==> src/rtl/sample_writer.sv <==
// Decimated sample writer: stores ADC_DATA to SRAM on each CLK_EN through a wrapping
// address, with a pre/wait/post trigger sequence. Optional SAMPLE_WRITER_PEAK_DETECT_EN.
module sample_writer #(
  parameter int DATA_W = 8,
  parameter int ADDR_W = 19
) (
  input  logic                CLK,
  input  logic                RST,
  input  logic                CLK_EN,
  input  logic [DATA_W-1:0]   ADC_DATA,
  input  logic                START,
  input  logic [ADDR_W-1:0]   PRE_CNT,
  input  logic [ADDR_W-1:0]   POST_CNT,
  input  logic                TRIG,
  output logic [ADDR_W-1:0]   SRAM_ADDR,
  output logic [2*DATA_W-1:0] SRAM_DATA,
  output logic                SRAM_WE,
  output logic [ADDR_W-1:0]   TRIG_ADDR,
  output logic                BUSY,
  output logic                DONE
);

  typedef enum logic [2:0] {
    S_IDLE,
    S_PRE,
    S_WAIT_TRIG,
    S_POST,
    S_DONE
  } state_t;

  localparam logic [ADDR_W-1:0] ONE = ADDR_W'(1);

  state_t              state, state_next;
  logic [ADDR_W-1:0]   addr;
  logic [ADDR_W-1:0]   pre_left;
  logic [ADDR_W-1:0]   post_left;
  logic                active;
  logic                wr_en;
  logic                trig_hit;
  logic [2*DATA_W-1:0] word;

`ifdef SAMPLE_WRITER_PEAK_DETECT_EN
  logic [DATA_W-1:0] run_max, run_min;
  logic [DATA_W-1:0] cur_max, cur_min;

  // The current cycle's sample joins the window being closed by this strobe.
  assign cur_max = (ADC_DATA > run_max) ? ADC_DATA : run_max;
  assign cur_min = (ADC_DATA < run_min) ? ADC_DATA : run_min;
  assign word    = {cur_max, cur_min};

  always_ff @(posedge CLK or posedge RST) begin
    if (RST) begin
      run_max <= '0;
      run_min <= '1;
    end else if (CLK_EN) begin
      run_max <= '0;
      run_min <= '1;
    end else begin
      run_max <= cur_max;
      run_min <= cur_min;
    end
  end
`else
  assign word = {ADC_DATA, ADC_DATA};
`endif

  assign active = (state == S_PRE) || (state == S_WAIT_TRIG) || (state == S_POST);
  assign wr_en  = CLK_EN && !START && active;
  assign BUSY   = active;
  assign DONE   = (state == S_DONE);

  // NOTE: sequential state uses non-blocking assignments so every register
  // samples pre-edge values regardless of block ordering.
  always_ff @(posedge CLK or posedge RST) begin
    if (RST) state <= S_IDLE;
    else     state <= state_next;
  end

  // NOTE: defaults first keep this block free of inferred latches.
  always_comb begin
    state_next = state;
    trig_hit   = 1'b0;
    if (START) begin
      state_next = (PRE_CNT == '0) ? S_WAIT_TRIG : S_PRE;
    end else if (wr_en) begin
      unique case (state)
        S_PRE: begin
          if (pre_left == ONE) state_next = S_WAIT_TRIG;
        end
        S_WAIT_TRIG: begin
          if (TRIG) begin
            trig_hit   = 1'b1;
            state_next = (post_left == ONE) ? S_DONE : S_POST;
          end
        end
        S_POST: begin
          if (post_left == ONE) state_next = S_DONE;
        end
        default: state_next = state;
      endcase
    end
  end

  always_ff @(posedge CLK or posedge RST) begin
    if (RST) begin
      addr      <= '0;
      pre_left  <= '0;
      post_left <= '0;
      SRAM_ADDR <= '0;
      SRAM_DATA <= '0;
      SRAM_WE   <= 1'b0;
      TRIG_ADDR <= '0;
    end else begin
      SRAM_WE <= wr_en;
      if (START) begin
        addr      <= '0;
        pre_left  <= PRE_CNT;
        // A zero post count still records the trigger sample itself.
        post_left <= (POST_CNT == '0) ? ONE : POST_CNT;
      end else if (wr_en) begin
        SRAM_ADDR <= addr;
        SRAM_DATA <= word;
        addr      <= addr + ONE;
        if (state == S_PRE) pre_left <= pre_left - ONE;
        if ((state == S_POST) || trig_hit) post_left <= post_left - ONE;
        if (trig_hit) TRIG_ADDR <= addr;
      end
    end
  end

endmodule

==> config.mk <==
export PLATFORM = sky130hd
export DESIGN_NAME = sample_writer
export DESIGN_NICKNAME = d
export VERILOG_FILES = /design/src/rtl/sample_writer.sv
export SDC_FILE = /design/constraint.sdc
export NUM_CORES = 1
export LEC_CHECK = 0
export BUFFER_PORTS_ARGS = -buffer_cell sky130_fd_sc_hd__buf_4
export CAP_MARGIN = 10
export CORE_MARGIN = 2
export CORE_UTILIZATION = 25
export CTS_CLUSTER_SIZE = 20
export DETAILED_ROUTE_END_ITERATION = 10
export HOLD_SLACK_MARGIN = 0.1
export PLACE_DENSITY_LB_ADDON = 0.25
export SLEW_MARGIN = 20
export SYNTH_ARGS = -nofsm -noshare
export SYNTH_HDL_FRONTEND = slang
export SYNTH_SLANG_ARGS = --single-unit
==> constraint.sdc <==
create_clock -name CLK -period 5.3 [get_ports CLK]
set_clock_uncertainty 0.05 [all_clocks]
set_input_delay 1.325 -clock CLK [delete_from_list [all_inputs] [get_ports CLK]]
set_output_delay 1.325 -clock CLK [all_outputs]
set_load 0.005 [all_outputs]
==> reports/metrics.csv <==
metric,value,unit
outcome,"finished, final reports clean",
Syn Area/Cell,10.7,µm²
clock latency on the worst-skew pair,0.35,ns
routed len/inst,14.9,µm
max-cap violations,0,
slowest CP cell,and4b_1,
first-pass GRT wire length,21.2,mm
Tot GR Track Use,11.9,%
CP cell instances,buf_4 -> nor3_2 -> and4b_1 -> mux2_2,
final setup violation count,0,
RePlAce Congestion,0.795,
CTS tree,built,
final setup TNS,0,ns
Switching Share,30.9,%
P_int,1.53,mW
1st-iter DRT viols,244,
maximum vdd drop,0.116,mV
# DRC,0,
Final Hold Fails,0,
Post-synth EDFFs,0,
post-CTS setup buffer count,0,
H-tree Lvls,3,
GRT overflow,0,
CTS Buf Count,9,
minimum setup slack among reg-to-reg paths,2.89,ns
synth top area cells,"dfrtp_1, mux2_2, nand2_1",
CTS resizes,0,
Final Critical Period,3.11,ns
final cell count without fillers,872,
ys async rst share,100,%
slew margin rel.,33.4,%
"Reg clk slew, reported paths",0.07,ns
Clk pwr share,29.1,%
via count,4015,
Yosys top cell area share,50.3,%
vias in the first global route,4144,
Worst EP arrival,3.30,ns
YS warnings,0,
hold_ws,0.460,ns
Max Fclk,321,MHz
"Slew Viols, Final",0,
P&R area growth vs syn,24.4,%
Flop pwr share,46.3,%
core region area,21000,µm²
initial core utilization,25.4,%
Die ar.,22500,µm²
PD cells,334,nW/µm²
Die X,150,µm
design area,6620,µm²
Final ANT Viol Nets,0,
Critical Path Start Type,primary input,
Die H,150,µm
P_sw,684,µW
top_reg_cell synth,dfrtp_1,
combinational fraction of design power,24.6,%
worst-path maximum fanout,90,
Leak Pwr,3.00,nW
largest net degree at the start of global routing,91,
Slew @ Worst Pin,0.999,ns
row count,53,
Post-Synthesis Cells,499,
ant diodes,0,
Final #Nets,648,
CP max stage delay,0.88,ns
Final Routed Wirelength,13.0,mm
RSZ-0062 raised after global routing,no,
layout cell share with drive strength beyond 1,31.7,%
Crit path required time,5.48,ns
dpl hpwl,9.36,mm
initial antenna violation count,0,
register bit total from synthesis,107,
Post-Syn Area,5320,µm²
Yosys cell types,62,
Hold Path Class,reg2reg,
Placed Instances,856,
IO Port Bufs,107,
DRT Pass-1 Iters,6,
Vias/cell,4.60,
I/O pin cnt,108,
CTS max path bufs,2,
net count after synthesis,555,
Worst setup EP type,flip-flop,
sequential area share after synthesis,50.3,%
CTS Root Cell,clkbuf_16,
post-synth top area cell,dfrtp_1,
Hold Buf Count CTS,0,
Placement Cell Area,6340,µm²
crit share post-route,58.8,%
CTS Sinks,107,
WS Path Type,in2reg,
[cell usage after synthesis (2+ instances only)]
cell	instances
a211o_1	2
a21oi_1	10
a31oi_1	2
and2_1	3
and3_1	4
and4_1	2
buf_1	2
buf_2	6
buf_4	11
clkbuf_1	8
dfrtp_1	107
ha_1	5
inv_1	10
mux2_2	47
nand2_1	57
nand2b_1	2
nand3_1	13
nand4_1	10
nor2_1	41
nor3_1	14
nor4_1	16
nor4_2	2
nor4_4	3
nor4b_1	2
o21a_1	2
o21ai_0	32
o21ai_1	3
o31ai_1	3
or3_1	3
or4_1	2
xnor2_1	23
xor2_1	22
[worst paths after layout]
kind	from	end	cells after the start
min in group asynchronous	RST	SRAM_ADDR[15]$_DFFE_PP0P_	2
hold reg to reg	SRAM_ADDR[16]$_DFFE_PP0P_	SRAM_ADDR[16]$_DFFE_PP0P_	1
setup reg to reg	state[2]$_DFFE_PP0P_	TRIG_ADDR[1]$_DFFE_PP0P_	4
hold / removal	SRAM_ADDR[16]$_DFFE_PP0P_	SRAM_ADDR[16]$_DFFE_PP0P_	1
max in group asynchronous	RST	TRIG_ADDR[6]$_DFFE_PP0P_	3
setup / recovery	START	TRIG_ADDR[1]$_DFFE_PP0P_	4
[placed cells by master (no fill, tap or decap), types with 4 or more instances in the layout]
cell	n
a21oi_1	10
and3_1	4
buf_4	109
clkbuf_16	9
dfrtp_1	107
ha_1	5
inv_1	9
mux2_2	47
nand2_1	57
nand3_1	13
nand4_1	10
nor2_1	41
nor3_1	13
nor4_1	16
o21ai_0	32
xnor2_1	23
xor2_1	22
[power by group through the flow]
stage | clock [mW] | sequential, mW | combinational (mW)
2_1_floorplan | 0 | 1.01 | 0.369
5_1_grt | 0.706 | 1.04 | 0.607
6_report | 0.643 | 1.02 | 0.545
3_5_place_dp | 0 | 1.04 | 0.552
4_1_cts | 0.669 | 1.03 | 0.554
3_3_place_gp | 0 | 1.03 | 0.544
[routing by layer]
metal  track usage, %  up-vias  share of wire, %
li1                 -     1946                 -
met2             19.7      113                47
met3             2.26       14               5.6
met5                0        -                 0
met1             15.7     1942                46
met4             3.77        0               1.4
[cells by family (layout without fill, tap and decap cells)]
| group | Yosys count | after routing | synth area share, % |
|---|---|---|---|
| multiplexers | 49 | 49 | 10.4 |
| buffers and inverters | 37 | 135 | 3.53 |
| AO/OA/AOI/OAI | 67 | 67 | 7.86 |
| XOR/XNOR | 45 | 45 | 7.41 |
| AND/OR/NAND/NOR | 189 | 189 | 19.3 |
| adder cells (fa/ha/maj) | 5 | 5 | 1.18 |
| flip-flops | 107 | 107 | 50.3 |
[metrics by stage]
| stage | util [%] | power (mW) | worst slack, ns |
|---|---|---|---|
| finish | 31.6 | 2.21 | 2.19 |
| global route | 31.6 | 2.36 | 2.02 |
| CTS | 31.6 | 2.25 | 2.15 |
| detailed placement | 30.2 | 1.59 | 1.77 |
| global placement | 30.2 | 1.58 | 1.83 |
| floorplan | - | 1.38 | 1.11 |
[worst max-delay path: cells and delay by family]
family / cells / cell delay (ns)
buf+inv: 1 / 0.35
mux: 1 / 0.42
simple gates: 2 / 1.16
[registers in the layout, indices dropped and copies added, names as in the netlist]
name and count:
SRAM_WE 1, TRIG_ADDR 19, state 3, SRAM_DATA 8, SRAM_ADDR 19, post_left 19, pre_left 19, addr 19
[cell type report]
cell class / count / area (µm²)
multi-input combinational: 355 / 2460
fill: 2179 / 14300
timing repair buffer: 109 / 818
tap: 275 / 344
sequential: 107 / 2680
inverter: 10 / 40.0
clock buffer: 11 / 243
clock inverter: 5 / 37.5
No activity file was read; power rests on OpenSTA's default activity.
